--- config.mk ---
export PLATFORM = sky130hd
export DESIGN_NAME = decode_issue_stage
export DESIGN_NICKNAME = d
export VERILOG_FILES = /design/src/rtl/decode_issue_stage.sv
export SDC_FILE = /design/constraint.sdc
export NUM_CORES = 1
export LEC_CHECK = 0
export ABC_CLOCK_PERIOD_IN_PS = 1900
export BUFFER_PORTS_ARGS = -buffer_cell sky130_fd_sc_hd__buf_2
export CAP_MARGIN = 10
export CORE_MARGIN = 2
export CORE_UTILIZATION = 40
export DETAILED_ROUTE_END_ITERATION = 12
export PLACE_DENSITY = 0.73
export SYNTH_ARGS = -nofsm -noshare
export SYNTH_HDL_FRONTEND = slang
export SYNTH_SLANG_ARGS = --single-unit
--- constraint.sdc ---
create_clock -name clock -period 1.9 [get_ports clock]
set_input_delay 0.38 -clock clock [delete_from_list [all_inputs] [get_ports clock]]
set_output_delay 0.38 -clock clock [all_outputs]
set_load 0.05 [all_outputs]
--- src/rtl/decode_issue_stage.sv ---
// Decode-to-execute issue register with load-use interlock, execute back-pressure and flush.
// Optional STALL_CNT_EN adds a free-running bubble/hold cycle counter on stall_cnt.
module decode_issue_stage (
  input  logic        clock,
  input  logic        reset,
  input  logic        id_valid,
  output logic        id_ready,
  input  logic [31:0] id_pc,
  input  logic [4:0]  id_rs,
  input  logic [4:0]  id_rt,
  input  logic [31:0] id_rdata1,
  input  logic [31:0] id_rdata2,
  input  logic [31:0] id_imm,
  input  logic [4:0]  id_wreg,
  input  logic        id_reg_write,
  input  logic        id_mem_read,
  input  logic        flush,
  input  logic        ex_ready,
  output logic        ex_valid,
  output logic [31:0] ex_pc,
  output logic [31:0] ex_rdata1,
  output logic [31:0] ex_rdata2,
  output logic [31:0] ex_imm,
  output logic [4:0]  ex_wreg,
  output logic        ex_reg_write,
  output logic        ex_mem_read
`ifdef STALL_CNT_EN
  ,
  output logic [31:0] stall_cnt
`endif
);

  typedef enum logic {
    RUN    = 1'b0,
    BUBBLE = 1'b1
  } state_t;

  state_t      r_state;
  state_t      w_state_nxt;

  logic        r_ex_valid;
  logic        r_ex_reg_write;
  logic        r_ex_mem_read;
  logic [31:0] r_ex_pc;
  logic [31:0] r_ex_rdata1;
  logic [31:0] r_ex_rdata2;
  logic [31:0] r_ex_imm;
  logic [4:0]  r_ex_wreg;

  logic        w_ex_valid_nxt;
  logic        w_ex_reg_write_nxt;
  logic        w_ex_mem_read_nxt;
  logic        w_load;
  logic        w_wreg_match;
  logic        w_hazard;
  logic        w_hold;

  // Load-use interlock: a load in EX whose destination is read by ID; $0 never matches.
  always_comb begin
    w_wreg_match = (r_ex_wreg == id_rs) | (r_ex_wreg == id_rt);
    w_hazard     = r_ex_valid & r_ex_mem_read & (r_ex_wreg != '0) & id_valid & w_wreg_match;
    w_hold       = r_ex_valid & ~ex_ready;
    id_ready     = flush | (~w_hold & ~w_hazard);
  end

  always_ff @(posedge clock or negedge reset) begin
    if (!reset) begin
      r_state <= RUN;
    end else begin
      r_state <= w_state_nxt;
    end
  end

  // Priority flush > hold > hazard > load > idle; control flags are only ever
  // nonzero alongside ex_valid.
  always_comb begin
    w_state_nxt        = RUN;
    w_ex_valid_nxt     = r_ex_valid;
    w_ex_reg_write_nxt = r_ex_reg_write;
    w_ex_mem_read_nxt  = r_ex_mem_read;
    w_load             = 1'b0;
    if (flush) begin
      w_ex_valid_nxt     = 1'b0;
      w_ex_reg_write_nxt = 1'b0;
      w_ex_mem_read_nxt  = 1'b0;
    end else if (w_hold) begin
      w_state_nxt = r_state;
    end else if (w_hazard) begin
      w_state_nxt        = BUBBLE;
      w_ex_valid_nxt     = 1'b0;
      w_ex_reg_write_nxt = 1'b0;
      w_ex_mem_read_nxt  = 1'b0;
    end else if (id_valid) begin
      w_load             = 1'b1;
      w_ex_valid_nxt     = 1'b1;
      w_ex_reg_write_nxt = id_reg_write;
      w_ex_mem_read_nxt  = id_mem_read;
    end else begin
      w_ex_valid_nxt     = 1'b0;
      w_ex_reg_write_nxt = 1'b0;
      w_ex_mem_read_nxt  = 1'b0;
    end
  end

  always_ff @(posedge clock or negedge reset) begin
    if (!reset) begin
      r_ex_valid     <= 1'b0;
      r_ex_reg_write <= 1'b0;
      r_ex_mem_read  <= 1'b0;
    end else begin
      r_ex_valid     <= w_ex_valid_nxt;
      r_ex_reg_write <= w_ex_reg_write_nxt;
      r_ex_mem_read  <= w_ex_mem_read_nxt;
    end
  end

  always_ff @(posedge clock or negedge reset) begin
    if (!reset) begin
      r_ex_pc     <= '0;
      r_ex_rdata1 <= '0;
      r_ex_rdata2 <= '0;
      r_ex_imm    <= '0;
      r_ex_wreg   <= '0;
    end else if (w_load) begin
      r_ex_pc     <= id_pc;
      r_ex_rdata1 <= id_rdata1;
      r_ex_rdata2 <= id_rdata2;
      r_ex_imm    <= id_imm;
      r_ex_wreg   <= id_wreg;
    end
  end

  assign ex_valid     = r_ex_valid;
  assign ex_reg_write = r_ex_reg_write;
  assign ex_mem_read  = r_ex_mem_read;
  assign ex_pc        = r_ex_pc;
  assign ex_rdata1    = r_ex_rdata1;
  assign ex_rdata2    = r_ex_rdata2;
  assign ex_imm       = r_ex_imm;
  assign ex_wreg      = r_ex_wreg;

`ifdef STALL_CNT_EN
  logic        w_stall_evt;
  logic [31:0] r_stall_cnt;

  // Flush overrides both stall sources, so a flushed edge is never counted.
  assign w_stall_evt = ~flush & (w_hold | w_hazard);

  always_ff @(posedge clock or negedge reset) begin
    if (!reset) begin
      r_stall_cnt <= '0;
    end else if (w_stall_evt) begin
      r_stall_cnt <= r_stall_cnt + 32'd1;
    end
  end

  assign stall_cnt = r_stall_cnt;
`endif

endmodule

Word level (Yosys, flattened, before mapping)
Cells that the tools add are included.
Word-level totals
  bits in registers: 136
  latch bits: 0
  RAM bits: 0
  ROM bits: 0
  output and inout port bits: 137
  memories: 0
Cells by class
  add/subtract/negate cells: 0
  $mul: 0
  divide/modulo/power cells: 0
  magnitude comparators: 0
  equality and inequality tests: 3
  shift-type cells: 0
  muxes and demuxes: 14
  bitwise logic cells: 11
  reduce and logical (&&, ||, !) cells: 1
Operator list (count)
  $mux W1: 14
  $eq A5 B5 Y1: 2
  $and A1 B1 Y1: 6
  $reduce_bool A5 Y1: 1
  $not A1 Y1: 3
  $ne A2 B2 Y1 const B: 1
  $or A1 B1 Y1: 2

Longest topological paths before layout
  depth after elaboration: 7
  depth in mapped cells: 8
  gate-level depth less buffers: 5

Least setup slack after synthesis
Ideal clock, no wire load.
  path kind: reg2out
  from: reg r_ex_wreg[0], in the netlist ex_wreg[0]
  to: out id_ready
  arrival time: 1901 ps
  setup slack: -381 ps
  stages on the path, launching flop included: 5
  buffers on the path: 0
  cells stage by stage: dfrtp_1 -> xnor2_1 -> nand3_1 -> o22ai_2 -> a31oi_1
Between the ends
  longest elaborated chain between the ends: 7
  elaborated cells between the ends (all ways): 10
RTL lines
  start: declaration: line 48  | logic [4:0] r_ex_wreg;
  start signal: assignment: line 129  | r_ex_wreg <= id_wreg;
  $reduce_bool A5 Y1: line 61  | w_hazard = r_ex_valid & r_ex_mem_read & (r_ex_wreg != '0) & id_valid & w_wreg_match;
  $and A1 B1 Y1 (2 in series): line 61
  $and A1 B1 Y1 (*): line 61
  $not A1 Y1 (*): line 63  | id_ready = flush | (~w_hold & ~w_hazard);
  $and A1 B1 Y1 (*): line 63
  $or A1 B1 Y1 (*): line 63
  end: declaration: line 7  | output logic id_ready,
Every way passes the cells marked *; elsewhere a longest branch is shown, timed or not.

Final worst setup path
  from: reg r_ex_wreg[4], in the netlist ex_wreg[4]
  to: out id_ready
The elaborated chain is that of the path after synthesis.

==> metrics.log <==
INFO  metric outcome = finished, violations left
INFO  metric violations_in_the_final_reports = setup timing
INFO  metric timing.hold.worst.start = id_rdata1[21]
INFO  metric path_clk_slew = around 0.060 ns
INFO  metric worst-slew-pin-transition = 0.4412 ns
INFO  metric worstPathRequired = 1.52 ns
INFO  metric chipWidth = 120.0 um
INFO  metric worst_ep_arrival_time = 1.64 ns
INFO  metric internal_power = ~6.6 mW
INFO  metric period_share = 106.1%
INFO  metric wl_per_cell = 16.84 um
INFO  metric drt_pass1_iterations = 4
INFO  metric cellLeakagePower = 4.103 nW
INFO  metric pin_count_of_the_biggest_net_entering_global_routing = 60
INFO  metric total_number_of_nets_in_the_final_design = 775
INFO  metric hold_class = in2reg
INFO  metric critPathKind = reg2out
INFO  metric cellPowerDensity = 1304 nW/um^2
INFO  metric cell_types_occupying_the_most_area_after_synthesis = sky130_fd_sc_hd__dfrtp_1 (63%), sky130_fd_sc_hd__mux2_2 (20%), sky130_fd_sc_hd__mux2_4 (10%), sky130_fd_sc_hd__xnor2_1 (1.6%), sky130_fd_sc_hd__buf_4 (1.3%)
INFO  metric post_route_cells_drive_above_1_share = 76.49%
INFO  metric ys_dominant_reg_cell = sky130_fd_sc_hd__dfrtp_1
INFO  metric max_slew_margin = about 70%
INFO  metric maxCapViolations = 0
INFO  metric clk_latency = 0.41 ns
INFO  metric grt_first_pass_wirelength = 20.02 mm
INFO  metric total_die_area = 14390 um^2
INFO  metric initial_drt_markers = 127
INFO  metric timing.critical_path.from = ex_wreg[4]$_DFFE_PN0P_
INFO  metric io_buffers = about 290
INFO  metric gp_congestion = around 0.80
INFO  metric final.setup.worst_slack = -0.1168 ns
INFO  metric nFillCells = approximately 1000
INFO  metric routed-via-count = approximately 3800
INFO  metric total_of_warnings_raised_by_yosys = 0
INFO  metric startpoint_of_the_most_critical_register_to_register_path = ex_wreg[0]$_DFFE_PN0P_
INFO  metric fp-row-count = 42
INFO  metric post_synth_top_area_share = 63.26%
INFO  metric core_region_area = 13190 um^2
INFO  metric placement.cell_area = 7077 um^2
INFO  metric synth.cells.most_frequent = sky130_fd_sc_hd__dfrtp_1 (136), sky130_fd_sc_hd__mux2_2 (96), sky130_fd_sc_hd__mux2_4 (37)
INFO  metric total_grt_overflow = 0
INFO  metric design_area = 8099 um^2
INFO  metric combinational_power_share = roughly 34%
INFO  metric rsz0062_at_grt = true
INFO  metric finalSetupViolations = 126
INFO  metric achievable-frequency = 495.8 MHz
INFO  metric cts_tree = done
INFO  metric clock_tree.buffer_depth = 2
INFO  metric holdPathStages = 2
INFO  metric synth.avg_cell_area = between 15 and 20 um^2
INFO  metric n_antenna_cell = 0
INFO  metric yosysMostFrequentCell = sky130_fd_sc_hd__dfrtp_1
INFO  metric switching_share = 37.50%
INFO  metric synth.net_count = 462
INFO  metric cts_root_buf = sky130_fd_sc_hd__clkbuf_16
INFO  metric die_height = between 100 and 150 um
INFO  metric syn_inst = ~310
INFO  metric area_growth = 50.53%
INFO  metric yosysUniqueCellTypes = 18
INFO  metric synthesis.area = 5380 um^2
INFO  metric worst_setup_path_start_kind = flip-flop
INFO  metric synth_edf_count = 0
INFO  metric place.detailed.hpwl = 9.271 mm
INFO  metric via_count_of_the_first_global_routing_pass = about 4100
INFO  metric seq_area_frac_synth = 63.26%
INFO  metric timing.clock.skew = approximately 0.0075 ns
INFO  metric share_seq_of_total_power = about a third
INFO  metric power_frac_clock = 30.7%
INFO  metric drt_wl_total = 13.71 mm
INFO  metric worstSetupEndpointType = primary output
INFO  metric async_reset_ff_share = 100.0%
INFO  metric cts.htree.levels = 4
INFO  metric crit_path_max_fanout = 5
INFO  metric ir_worst_vdd = 0.7116 mV
INFO  metric number_of_antenna_violations_at_the_first_check_in_global_routing = 0
INFO  metric synth.ff_latch_count = approximately 140
INFO  metric timing_hold_violations_final = 0
INFO  metric grt.total_usage = between 15 and 20%
INFO  metric timing.final.max_slew_violations = 0
INFO  metric placement.setup.worst_slack = -0.002855 ns
INFO  metric cts_buffers = 17
INFO  metric power.switching = 3.962 mW
INFO  metric ant_nets = 0
INFO  metric min_period = 2.017 ns
INFO  metric drcViolationCount = 0
INFO  metric detail_route.vias_per_cell = ~4.7
INFO  metric finalPower = 10.56 mW
INFO  metric reg2regPathDepth = 8
INFO  metric cts_sink_count = about 140
INFO  metric io_pins = 287
INFO  metric initial_core_util = 40.79%
INFO  metric synth_area_leader_cell = sky130_fd_sc_hd__dfrtp_1
-- layout by cell type, fill, tap and decap left out, types with 2 or more instances in the layout --
cell	n
sky130_fd_sc_hd__xnor2_2	5
sky130_fd_sc_hd__clkinvlp_4	2
sky130_fd_sc_hd__nor2_1	2
sky130_fd_sc_hd__nand2_1	2
sky130_fd_sc_hd__nand3_1	4
sky130_fd_sc_hd__buf_4	6
sky130_fd_sc_hd__dfrtp_2	5
sky130_fd_sc_hd__a22o_1	2
sky130_fd_sc_hd__buf_6	7
sky130_fd_sc_hd__inv_6	3
sky130_fd_sc_hd__clkbuf_16	19
sky130_fd_sc_hd__buf_16	3
sky130_fd_sc_hd__buf_2	284
sky130_fd_sc_hd__mux2_2	49
sky130_fd_sc_hd__dfrtp_1	131
sky130_fd_sc_hd__mux2_4	84
sky130_fd_sc_hd__xnor2_1	5
sky130_fd_sc_hd__clkbuf_8	6
sky130_fd_sc_hd__buf_12	6
sky130_fd_sc_hd__clkinv_2	3
-- power groups by stage --
| stage | combinational, mW | clock (mW) | sequential [mW] |
|---|---|---|---|
| 4_1_cts | 3.47 | 3.30 | 3.69 |
| 6_report | 3.62 | 3.24 | 3.70 |
| 5_1_grt | 3.77 | 3.43 | 3.77 |
| 3_5_place_dp | 3.42 | 0 | 3.73 |
| 2_1_floorplan | 0.716 | 0 | 5.51 |
| 3_3_place_gp | 3.38 | 0 | 3.71 |
-- metal layers --
layer	routed length [um]	global-route usage [%]	vias to the layer above
li1	-	-	1742
met1	5448	21.06	1868
met2	6814	29.55	189
met3	1077	6.179	29
met4	370	8.971	0
met5	0	0	-
-- state kept, by name, summed over array words and instances (netlist names) --
name,cells
ex_mem_read,1
ex_rdata1,32
ex_imm,32
ex_wreg,5
ex_rdata2,32
ex_reg_write,1
ex_pc,32
ex_valid,1
-- worst paths after layout --
| check | end | slack [ns] |
|---|---|---|
| max | id_ready | -0.12 |
| min | ex_rdata1[21]$_DFFE_PN0P_ | 0.19 |
| max reg2reg | ex_pc[22]$_DFFE_PN0P_ | -0.11 |
| min reg2reg | ex_rdata2[4]$_DFFE_PN0P_ | 0.50 |
| max in group asynchronous | ex_imm[30]$_DFFE_PN0P_ | 0.84 |
| min in group asynchronous | ex_rdata1[0]$_DFFE_PN0P_ | 0.47 |
-- worst max-delay path: stages (launching register included) --
cell,delay (ns)
sky130_fd_sc_hd__dfrtp_2,0.45
sky130_fd_sc_hd__xnor2_1,0.18
sky130_fd_sc_hd__nand3_1,0.12
sky130_fd_sc_hd__o22ai_2,0.20
sky130_fd_sc_hd__a31oi_2,0.12
sky130_fd_sc_hd__buf_6,0.17
-- area by class of cell --
cell class	count	area (um^2)	share of cell area, %
inverter	1	3.754	0.04635
multi-input combinational	160	2063	25.48
tap	176	220.2	2.719
timing repair buffer	309	1808	22.32
clock inverter	9	86.33	1.066
sequential	136	3410	42.10
clock buffer	23	508.0	6.272
-- timing repair --
action                                  CTS  global route
hold buffers                              1             0
resized for setup                        10            58
pin swaps                                 2             4
endpoints found under the setup margin    6           134
cloned                                    0             4
endpoints found under the hold margin    41             0
buffers inserted                          5             1
-- through the flow --
step | std cells | util, % | hold WS (ns) | TNS (ns)
2_1_floorplan | 312 | - | 0.08441 | 0
5_1_grt | 814 | 61.40 | 0.1724 | -18.95
4_1_cts | 809 | 58.85 | 0.1761 | -7.299
6_report | 814 | 61.40 | 0.1944 | -7.444
3_3_place_gp | 771 | 53.65 | 0.3360 | 0
3_5_place_dp | 771 | 53.65 | 0.3428 | -0.008527
-- cells by family after synthesis --
family	share of synthesized area, %
flops	63.26
mux	30.42
buf+inv	2.860
simple gates	0.9769
xor+xnor	1.628
compound gates	0.8606
(Power assumes the default switching activity.)
